==> src/rtl/imm_gen_pipe_if.sv <==
// rtl/imm_gen_pipe_if.sv - instruction-in / immediate-out handshake bundle for imm_gen_pipe
interface imm_gen_pipe_if #(
    parameter int DATA_WIDTH   = 64,
    parameter int INST_WIDTH   = 32,
    parameter int IMM_TYPE_NUM = 8,
    parameter int TAG_WIDTH    = 64
);
    localparam int TYPE_W = $clog2(IMM_TYPE_NUM);

    logic                  in_valid;
    logic                  in_ready;
    logic [INST_WIDTH-1:0] in_inst;
    logic [TYPE_W-1:0]     in_imm_type;
    logic [TAG_WIDTH-1:0]  in_tag;
    logic                  out_valid;
    logic                  out_ready;
    logic [DATA_WIDTH-1:0] out_imm;
    logic [TYPE_W-1:0]     out_type;
    logic [TAG_WIDTH-1:0]  out_tag;
    logic                  out_illegal;

    modport master (
        output in_valid, in_inst, in_imm_type, in_tag, out_ready,
        input  in_ready, out_valid, out_imm, out_type, out_tag, out_illegal
    );

    modport slave (
        input  in_valid, in_inst, in_imm_type, in_tag, out_ready,
        output in_ready, out_valid, out_imm, out_type, out_tag, out_illegal
    );
endinterface

==> src/rtl/imm_gen_pipe.sv <==
// rtl/imm_gen_pipe.sv - one-cycle immediate generator with valid/ready flow control
// Optional macro IMM_GEN_SKID_EN adds a skid register so in_ready is a pure flop output.
module imm_gen_pipe #(
    parameter int DATA_WIDTH   = 64,
    parameter int INST_WIDTH   = 32,
    parameter int IMM_TYPE_NUM = 8,
    parameter int TAG_WIDTH    = 64
) (
    input  logic          clk,
    input  logic          rst_n,
    input  logic          flush,
    imm_gen_pipe_if.slave bus
);
    localparam int TYPE_W  = $clog2(IMM_TYPE_NUM);
    localparam int SHAMT_W = $clog2(DATA_WIDTH);

    localparam logic [TYPE_W-1:0] T_I     = TYPE_W'(0);
    localparam logic [TYPE_W-1:0] T_SHAMT = TYPE_W'(1);
    localparam logic [TYPE_W-1:0] T_S     = TYPE_W'(2);
    localparam logic [TYPE_W-1:0] T_B     = TYPE_W'(3);
    localparam logic [TYPE_W-1:0] T_U     = TYPE_W'(4);
    localparam logic [TYPE_W-1:0] T_J     = TYPE_W'(5);
    localparam logic [TYPE_W-1:0] T_ZIMM  = TYPE_W'(6);
    localparam logic [TYPE_W-1:0] T_AUTO  = TYPE_W'(7);

    typedef struct packed {
        logic [DATA_WIDTH-1:0] imm;
        logic [TYPE_W-1:0]     typ;
        logic [TAG_WIDTH-1:0]  tag;
        logic                  illegal;
    } beat_t;

    logic [INST_WIDTH-1:0] inst;
    logic [6:0]            opcode;
    logic [2:0]            funct3;
    logic [TYPE_W-1:0]     res_type;
    logic                  narrow_shamt;
    logic                  illegal;
    logic [DATA_WIDTH-1:0] imm;
    beat_t                 in_beat;

    assign inst   = bus.in_inst;
    assign opcode = inst[6:0];
    assign funct3 = inst[14:12];

    always_comb begin
        res_type     = bus.in_imm_type;
        narrow_shamt = 1'b0;
        illegal      = 1'b0;
        if (bus.in_imm_type == T_AUTO) begin
            res_type = T_I;
            case (opcode)
                7'b0000011, 7'b1100111: res_type = T_I;
                7'b0010011: res_type = (funct3[1:0] == 2'b01) ? T_SHAMT : T_I;
                7'b0011011: begin
                    // word-sized shifts only exist on the 64-bit datapath
                    if (DATA_WIDTH == 64) begin
                        res_type     = (funct3[1:0] == 2'b01) ? T_SHAMT : T_I;
                        narrow_shamt = 1'b1;
                    end else begin
                        illegal = 1'b1;
                    end
                end
                7'b0100011: res_type = T_S;
                7'b1100011: res_type = T_B;
                7'b0110111, 7'b0010111: res_type = T_U;
                7'b1101111: res_type = T_J;
                7'b1110011: res_type = funct3[2] ? T_ZIMM : T_I;
                default:    illegal = 1'b1;
            endcase
        end

        case (res_type)
            T_I:     imm = DATA_WIDTH'($signed(inst[31:20]));
            T_SHAMT: imm = narrow_shamt ? DATA_WIDTH'(inst[24:20]) : DATA_WIDTH'(inst[SHAMT_W+19:20]);
            T_S:     imm = DATA_WIDTH'($signed({inst[31:25], inst[11:7]}));
            T_B:     imm = DATA_WIDTH'($signed({inst[31], inst[7], inst[30:25], inst[11:8], 1'b0}));
            T_U:     imm = DATA_WIDTH'($signed({inst[31:12], 12'b0}));
            T_J:     imm = DATA_WIDTH'($signed({inst[31], inst[19:12], inst[20], inst[30:21], 1'b0}));
            T_ZIMM:  imm = DATA_WIDTH'(inst[19:15]);
            default: imm = '0;
        endcase

        if (illegal) begin
            imm      = '0;
            res_type = T_I;
        end

        in_beat         = '0;
        in_beat.imm     = imm;
        in_beat.typ     = res_type;
        in_beat.tag     = bus.in_tag;
        in_beat.illegal = illegal;
    end

    logic  in_ready;
    logic  accept;
    logic  pop;
    beat_t out_q, out_d;
    logic  out_valid_q, out_valid_d;

    assign pop    = out_valid_q && bus.out_ready;
    assign accept = bus.in_valid && in_ready && !flush;

`ifdef IMM_GEN_SKID_EN
    beat_t skid_q, skid_d;
    logic  skid_valid_q, skid_valid_d;

    // skid_valid_q is a flop, so in_ready never depends on out_ready
    assign in_ready = rst_n && !skid_valid_q;

    always_comb begin
        out_d        = out_q;
        out_valid_d  = out_valid_q;
        skid_d       = skid_q;
        skid_valid_d = skid_valid_q;
        if (flush) begin
            out_d        = '0;
            out_valid_d  = 1'b0;
            skid_d       = '0;
            skid_valid_d = 1'b0;
        end else if (skid_valid_q) begin
            if (pop) begin
                out_d        = skid_q;
                skid_d       = '0;
                skid_valid_d = 1'b0;
            end
        end else if (accept) begin
            if (!out_valid_q || pop) begin
                out_d       = in_beat;
                out_valid_d = 1'b1;
            end else begin
                skid_d       = in_beat;
                skid_valid_d = 1'b1;
            end
        end else if (pop) begin
            out_valid_d = 1'b0;
        end
    end

    always_ff @(posedge clk) begin
        if (!rst_n) begin
            out_q        <= '0;
            out_valid_q  <= 1'b0;
            skid_q       <= '0;
            skid_valid_q <= 1'b0;
        end else begin
            out_q        <= out_d;
            out_valid_q  <= out_valid_d;
            skid_q       <= skid_d;
            skid_valid_q <= skid_valid_d;
        end
    end
`else
    assign in_ready = rst_n && (!out_valid_q || bus.out_ready);

    always_comb begin
        out_d       = out_q;
        out_valid_d = out_valid_q;
        if (flush) begin
            out_d       = '0;
            out_valid_d = 1'b0;
        end else if (accept) begin
            out_d       = in_beat;
            out_valid_d = 1'b1;
        end else if (pop) begin
            out_valid_d = 1'b0;
        end
    end

    always_ff @(posedge clk) begin
        if (!rst_n) begin
            out_q       <= '0;
            out_valid_q <= 1'b0;
        end else begin
            out_q       <= out_d;
            out_valid_q <= out_valid_d;
        end
    end
`endif

    assign bus.in_ready    = in_ready;
    assign bus.out_valid   = out_valid_q;
    assign bus.out_imm     = out_q.imm;
    assign bus.out_type    = out_q.typ;
    assign bus.out_tag     = out_q.tag;
    assign bus.out_illegal = out_q.illegal;
endmodule

==> src/flat_wrapper.sv <==
// flat-port wrapper written by rule: the top's interface ports become plain ports
module imm_gen_pipe_flat 
#(
    parameter int DATA_WIDTH   = 64,
    parameter int INST_WIDTH   = 32,
    parameter int IMM_TYPE_NUM = 8,
    parameter int TAG_WIDTH    = 64
)
  (clk, rst_n, flush, bus_in_valid, bus_in_inst, bus_in_imm_type, bus_in_tag, bus_out_ready, bus_in_ready, bus_out_valid, bus_out_imm, bus_out_type, bus_out_tag, bus_out_illegal);
  imm_gen_pipe_if #(.DATA_WIDTH(DATA_WIDTH), .INST_WIDTH(INST_WIDTH), .IMM_TYPE_NUM(IMM_TYPE_NUM), .TAG_WIDTH(TAG_WIDTH)) bus_i ();
  input  logic clk;
  input  logic rst_n;
  input  logic flush;
  input wire logic [$bits(bus_i.in_valid)-1:0] bus_in_valid;
  input wire logic [$bits(bus_i.in_inst)-1:0] bus_in_inst;
  input wire logic [$bits(bus_i.in_imm_type)-1:0] bus_in_imm_type;
  input wire logic [$bits(bus_i.in_tag)-1:0] bus_in_tag;
  input wire logic [$bits(bus_i.out_ready)-1:0] bus_out_ready;
  output wire logic [$bits(bus_i.in_ready)-1:0] bus_in_ready;
  output wire logic [$bits(bus_i.out_valid)-1:0] bus_out_valid;
  output wire logic [$bits(bus_i.out_imm)-1:0] bus_out_imm;
  output wire logic [$bits(bus_i.out_type)-1:0] bus_out_type;
  output wire logic [$bits(bus_i.out_tag)-1:0] bus_out_tag;
  output wire logic [$bits(bus_i.out_illegal)-1:0] bus_out_illegal;
  assign bus_i.in_valid = bus_in_valid;
  assign bus_i.in_inst = bus_in_inst;
  assign bus_i.in_imm_type = bus_in_imm_type;
  assign bus_i.in_tag = bus_in_tag;
  assign bus_i.out_ready = bus_out_ready;
  assign bus_in_ready = bus_i.in_ready;
  assign bus_out_valid = bus_i.out_valid;
  assign bus_out_imm = bus_i.out_imm;
  assign bus_out_type = bus_i.out_type;
  assign bus_out_tag = bus_i.out_tag;
  assign bus_out_illegal = bus_i.out_illegal;
  imm_gen_pipe #(.DATA_WIDTH(DATA_WIDTH), .INST_WIDTH(INST_WIDTH), .IMM_TYPE_NUM(IMM_TYPE_NUM), .TAG_WIDTH(TAG_WIDTH)) u_core (.clk(clk), .rst_n(rst_n), .flush(flush), .bus(bus_i));
endmodule
==> config.mk <==
export PLATFORM = sky130hd
export DESIGN_NAME = imm_gen_pipe_flat
export DESIGN_NICKNAME = d
export VERILOG_FILES = /design/src/rtl/imm_gen_pipe_if.sv /design/src/rtl/imm_gen_pipe.sv /design/src/flat_wrapper.sv
export SDC_FILE = /design/constraint.sdc
export NUM_CORES = 1
export LEC_CHECK = 0
export ABC_AREA = 1
export CELL_PAD_IN_SITES_DETAIL_PLACEMENT = 0
export CELL_PAD_IN_SITES_GLOBAL_PLACEMENT = 1
export CORE_MARGIN = 2
export CORE_UTILIZATION = 42
export DETAILED_ROUTE_END_ITERATION = 8
export DONT_BUFFER_PORTS = 1
export GPL_TIMING_DRIVEN = 1
export PLACE_DENSITY_LB_ADDON = 0.1
export SLEW_MARGIN = 20
export SYNTH_ARGS = -nofsm -noshare
export SYNTH_HDL_FRONTEND = slang
export SYNTH_SLANG_ARGS = --single-unit
==> constraint.sdc <==
create_clock -name clk -period 1.7 [get_ports clk]
set_input_delay 0.255 -clock clk [delete_from_list [all_inputs] [get_ports clk]]
set_output_delay 0.255 -clock clk [all_outputs]
set_load 0.03 [all_outputs]
==> flow_summary.json, run 1 <==
{
  "clk_latency_ps": 380,
  "cts_tree": "done",
  "power.total_uw": 4777,
  "syn_to_final_growth_pct": 20.12,
  "antenna_found_initial": 0,
  "rows": 37,
  "rsz0062_at_grt": "no",
  "drv_cap": 0,
  "htree_levels": 3,
  "crit_type": "register to register",
  "synth_flop_cell": "dfxtp_1",
  "diodes": 0,
  "multi_input_area_sq_um": 2008,
  "fin_skew_ps": 15.42,
  "dieArea_sq_um": 11560,
  "seq_area_frac_synth_pct": 44.91,
  "synthTopCellsByArea": "dfxtp_1, nand2_1, nand3_1",
  "io_pins": 238,
  "grt_pass1_vias": 4049,
  "async_flop_share_pct": 0,
  "detail-route-antenna-nets": 0,
  "initial_utilization_pct": 43.41,
  "fmax_ghz": 0.6556,
  "synth-seq-cells": 101,
  "netlist_instances": 628,
  "clkTransAtPathRegs_ps": 90,
  "critPathCaptureType": "register",
  "synth_nets": 732,
  "dp_hpwl_mm": 8.937,
  "placed_area_sq_um": 4559,
  "arrival_ps": 1840,
  "cts_root_buf": "clkbuf_8",
  "cts_inserted_buffers": 9,
  "gp_congestion": 0.8803,
  "power.density_nw_per_um2": 883.3,
  "route.detailed.drc": 0,
  "relSlewSlack_pct": 54.61,
  "setup_viol": 0,
  "filler_cell_count": 1016,
  "port-buffer-count": 0,
  "postLayoutCellArea_sq_um": 5408,
  "synth_top_area_cell": "dfxtp_1",
  "grt_pass1_wl_mm": 19.74,
  "setup_tns_ps": 0,
  "postRouteWirelength_mm": 12.72,
  "firstDrtPassIters": 4,
  "yosys.cell_count.top_type": "nand2_1",
  "core_sq_um": 10370,
  "synthTopCellsByCount": "nand2_1, dfxtp_1, nand3_1, buf_4, a21oi_1",
  "fin_crit_ps": 1525,
  "path_max_fanout": 48,
  "initialDrtViolationCount": 223,
  "track_usage_pct": 21.66,
  "syn_area_sq_um": 4502,
  "p_leak_uw": 0.002415,
  "hp-class": "primary input to register",
  "peakVddDrop_uv": 560.7,
  "crit_required_ps": 2020,
  "routedWlPerCell_um": 15.84,
  "tightest_slew_ps": 680.8,
  "grt_start_max_net_pins": 66,
  "hold_viol_final": 0,
  "syn_avg_cell_area_sq_um": 7.169,
  "final_util_pct": 52.15,
  "netlist.area_leader.share_pct": 44.91,
  "drive_gt1_share_pct": 13.04,
  "clockBufferDepth": 2,
  "synth_edf_count": 0,
  "die_h_um": 107.5,
  "drv_slew": 0,
  "yosys_warnings": 0,
  "fin_crit_sh_pct": 89.73,
  "yosys.cell_types.count": 23,
  "cts.sinks": 101,
  "regArea_sq_um": 2026,
  "vias": 4076,
  "startpoint_type": "register",
  "chipWidth_um": 107.5,
  "nNetsFinal": 766,
  "vias_per_cell": 5.076,
  "status": "finished, final reports clean",
  "grt-ovfl-total": 0,
  "cts_setup_buffers": 0
}
## worst paths after layout
kind                                                          start  depth (start not counted)  slack, ps                                  end
worst max-delay path              u_core.bus.out_valid$_SDFFE_PP0P_                          8        170  u_core.bus.out_tag[25]$_SDFFE_PP0P_
worst min-delay path                                bus_in_inst[27]                          2         40   u_core.bus.out_imm[7]$_SDFFE_PP0P_
worst max register to register    u_core.bus.out_valid$_SDFFE_PP0P_                          8        170  u_core.bus.out_tag[25]$_SDFFE_PP0P_
worst min register to register  u_core.bus.out_imm[62]$_SDFFE_PP0P_                          2        540  u_core.bus.out_imm[62]$_SDFFE_PP0P_
## critical path: stages (launching register included)
cell and delay, ps:
dfxtp_1 330, inv_1 50, nor2_1 40, inv_1 80, nand2_2 80, nor2_4 200
buf_4 460, nand2_1 140, nand2_1 80
## final cells by class
class                   count  area share, %
clock buffers              11          2.615
clock inverters             5          1.226
inverters                  24          1.666
multi-input cells         436          37.14
flip-flops and latches    101          37.46
well taps                 136          3.147
repair buffers             90          16.75
## routing by layer
metal / global-route usage [%] / wire, um
met1: 24.55 / 5016
met2: 36.84 / 6151
met3: 8.232 / 1284
met4: 8.150 / 270
met5: 0 / 0
## metrics by stage
step,hold WS [ps],setup WS [ps],instances
floorplan,358.1,119.1,628
global placement,360.5,64.11,723
detailed placement,362.5,45.36,723
CTS,22.08,168.9,803
global route,39.73,31.47,803
finish,38.61,174.6,803
## cells by family (layout without fill, tap and decap cells)
logic type	Yosys count	count (layout)	synth area share (%)
buffers and inverters	91	130	10.81
and+or+nand+nor	395	395	38.88
AOI/OAI and AO/OA	41	41	5.392
DFF	101	101	44.91
## placed cells by master, fill, tap and decap left out, types with 2 or more instances in the layout
cell           count
inv_1             12
buf_4             21
clkbuf_8          10
inv_2             10
nand2_2            6
nor2_2             2
clkinv_1           2
dlygate4sd3_1     64
a21oi_1           29
nand2_1          245
buf_12             4
dfxtp_1          100
nand3_1           93
nor2_4             3
nand4_1           14
nor2_1            18
a21oi_2           10
nand3_2           13
## power breakdown
group	total [uW]	leakage, uW	internal [uW]	switching, uW
Combinational	562	0.00149	239	323
Sequential	2590	0.000821	2430	166
Clock	1620	0.000102	741	883
## timing repair
item,in CTS,in global routing
resized for setup,0,0
hold endpoints to repair,64,0
hold buffers,64,0
## state kept, by name (all words and copies together), names as in the netlist
signal,cells
u_core.bus.out_illegal,1
u_core.bus.out_imm,32
u_core.bus.out_tag,64
u_core.bus.out_type,3
u_core.bus.out_valid,1
Note: power is estimated with default switching activity, not from simulation.
==> inputs of run 2 (changes only) <==
--- a/config.mk
+++ b/config.mk
@@ -9,7 +9,8 @@
 export CELL_PAD_IN_SITES_DETAIL_PLACEMENT = 0
 export CELL_PAD_IN_SITES_GLOBAL_PLACEMENT = 1
 export CORE_MARGIN = 2
-export CORE_UTILIZATION = 42
+export CORE_UTILIZATION = 44
+export CTS_BUF_LIST = sky130_fd_sc_hd__clkbuf_4
 export DETAILED_ROUTE_END_ITERATION = 8
 export DONT_BUFFER_PORTS = 1
 export GPL_TIMING_DRIVEN = 1
==> flow_summary.json, run 2 (synthesis results as in run 1) <==
{
  "drv_cap": 0,
  "route.met2.wl_mm": 6.282,
  "reg2reg_slack_ps": 230,
  "relSlewSlack_pct": 56.30,
  "p_leak_uw": 0.002450,
  "rr_endpoint": "u_core.bus.out_imm[10]$_SDFFE_PP0P_",
  "placed_area_sq_um": 4596,
  "fin_crit_sh_pct": 93.11,
  "cp_cell_sequence": "buf_16",
  "peakVddDrop_uv": 505.7,
  "wl_met3_mm": 1.246,
  "syn_to_final_growth_pct": 21.93,
  "filler_cell_count": 935,
  "cts_root_buf": "clkbuf_4",
  "top_layer_used": "met4",
  "postLayoutCellArea_sq_um": 5489,
  "setup_tns_ps": 0,
  "nNetsFinal": 782,
  "path_max_fanout": 18,
  "m1WireLength_mm": 4.977,
  "setup_viol": 0,
  "final_util_pct": 55.64,
  "clkTransAtPathRegs_ps": 150,
  "dp_hpwl_mm": 8.724,
  "clk_latency_ps": 440,
  "fin_skew_ps": 15.28,
  "ff2ff_path_depth": 10,
  "firstDrtPassIters": 7,
  "worst_hold_slack_ps": 60.25,
  "rows": 36,
  "fmax_ghz": 0.6318,
  "status": "finished, final reports clean",
  "vias_per_cell": 5.191,
  "drive_gt1_share_pct": 12.88,
  "cts_inserted_buffers": 9,
  "largest_reg_flops": 64,
  "clockBufferDepth": 2,
  "antenna_found_initial": 0,
  "grt_pass1_wl_mm": 20.90,
  "numPlacedInstances": 722,
  "postRouteWirelength_mm": 12.93,
  "worst-path-stages": 1,
  "fin_cells": 816,
  "power.density_nw_per_um2": 786.1,
  "vias": 4236,
  "crit_type": "register to output port",
  "crit_path_end": "bus_out_imm[37]",
  "cts_setup_buffers": 0,
  "crit_required_ps": 1440,
  "setup.worst_path.start": "u_core.bus.out_imm[62]$_SDFFE_PP0P_",
  "tightest_slew_ps": 655.5,
  "htree_levels": 3,
  "hold_viol_final": 0,
  "drv_slew": 0,
  "core_sq_um": 9864,
  "critPathCaptureType": "output port",
  "slowest_stage": "buf_16",
  "hp-class": "primary input to register",
  "dieArea_sq_um": 11060,
  "io_pins": 238,
  "gp_congestion": 0.8501,
  "rsz0062_at_grt": "no",
  "initialDrtViolationCount": 256,
  "fin_crit_ps": 1583,
  "detail-route-antenna-nets": 0,
  "route.detailed.drc": 0,
  "grt_pass1_vias": 4316,
  "initial_utilization_pct": 45.64,
  "startpoint_type": "register",
  "diodes": 0,
  "cts.sinks": 101,
  "cp_top_family": "buffers and inverters",
  "track_usage_pct": 23.48,
  "final_common_cell": "nand2_1",
  "path_buf_inv": 1,
  "chipWidth_um": 105.2,
  "arrival_ps": 1330,
  "die_h_um": 105.2,
  "routedWlPerCell_um": 15.84,
  "cts_tree": "done",
  "layout_common_cells": "nand2_1, dfxtp_1, nand3_1, dlygate4sd3_1, a21oi_1",
  "r2r-start": "u_core.bus.out_valid$_SDFFE_PP0P_",
  "port-buffer-count": 0,
  "max_stage_delay_ps": 460,
  "grt-ovfl-total": 0,
  "grt_start_max_net_pins": 66
}
## run 2: cell types whose count changed in the layout (fill, tap and decap cells not counted), sizes merged
cell | previous run | this run
buf | 26 | 28
bufinv | 1 | 0
clkbuf | 11 | 10
clkinv | 3 | 5
dlygate4sd3 | 64 | 78
## run 2: cell type report
type	count	area, sq um	area share (%)
Clock buffer	10	75.07	1.368
Inverter	24	90.09	1.641
Tap cell	133	166.4	3.032
Multi-Input combinational cell	436	2008	36.59
Clock inverter	6	37.54	0.6838
Sequential cell	101	2026	36.90
Timing Repair Buffer	106	1086	19.79
## run 2: stage by stage
step	total power (uW)	setup WS [ps]
global placement	3091	44.55
global route	4527	32.74
floorplan	2967	119.1
CTS	4363	68.17
detailed placement	3097	0.5980
finish	4315	117.2
## run 2: power by group
part	internal, uW	switching (uW)
logic	268	334
registers	2430	166
clock network	318	801
## run 2: timing repair
action / in CTS / in global routing
endpoints found under the setup margin: 0 / 0
hold buffers: 78 / 0
hold endpoints to repair: 78 / 0
gates resized for setup: 0 / 0
## run 2: routing by layer
layer | global-route usage [%] | up-vias
met5 | 0 | -
met4 | 11.05 | 0
met3 | 8.422 | 30
met2 | 39.52 | 196
met1 | 26.41 | 1927
li1 | - | 2083
## run 2: worst min path at each step
| stage | start | endpoint | slack (ps) | depth (start not counted) |
|---|---|---|---|---|
| floorplan | bus_in_tag[0] | u_core.bus.out_tag[0]$_SDFFE_PP0P_ | 360 | 2 |
| global placement | bus_in_tag[47] | u_core.bus.out_tag[47]$_SDFFE_PP0P_ | 360 | 2 |
| detailed placement | bus_in_tag[20] | u_core.bus.out_tag[20]$_SDFFE_PP0P_ | 360 | 2 |
| CTS | bus_in_inst[13] | u_core.bus.out_imm[13]$_SDFFE_PP0P_ | 20 | 4 |
| global route | bus_in_inst[13] | u_core.bus.out_imm[13]$_SDFFE_PP0P_ | 40 | 4 |
| finish | bus_in_inst[13] | u_core.bus.out_imm[13]$_SDFFE_PP0P_ | 60 | 4 |
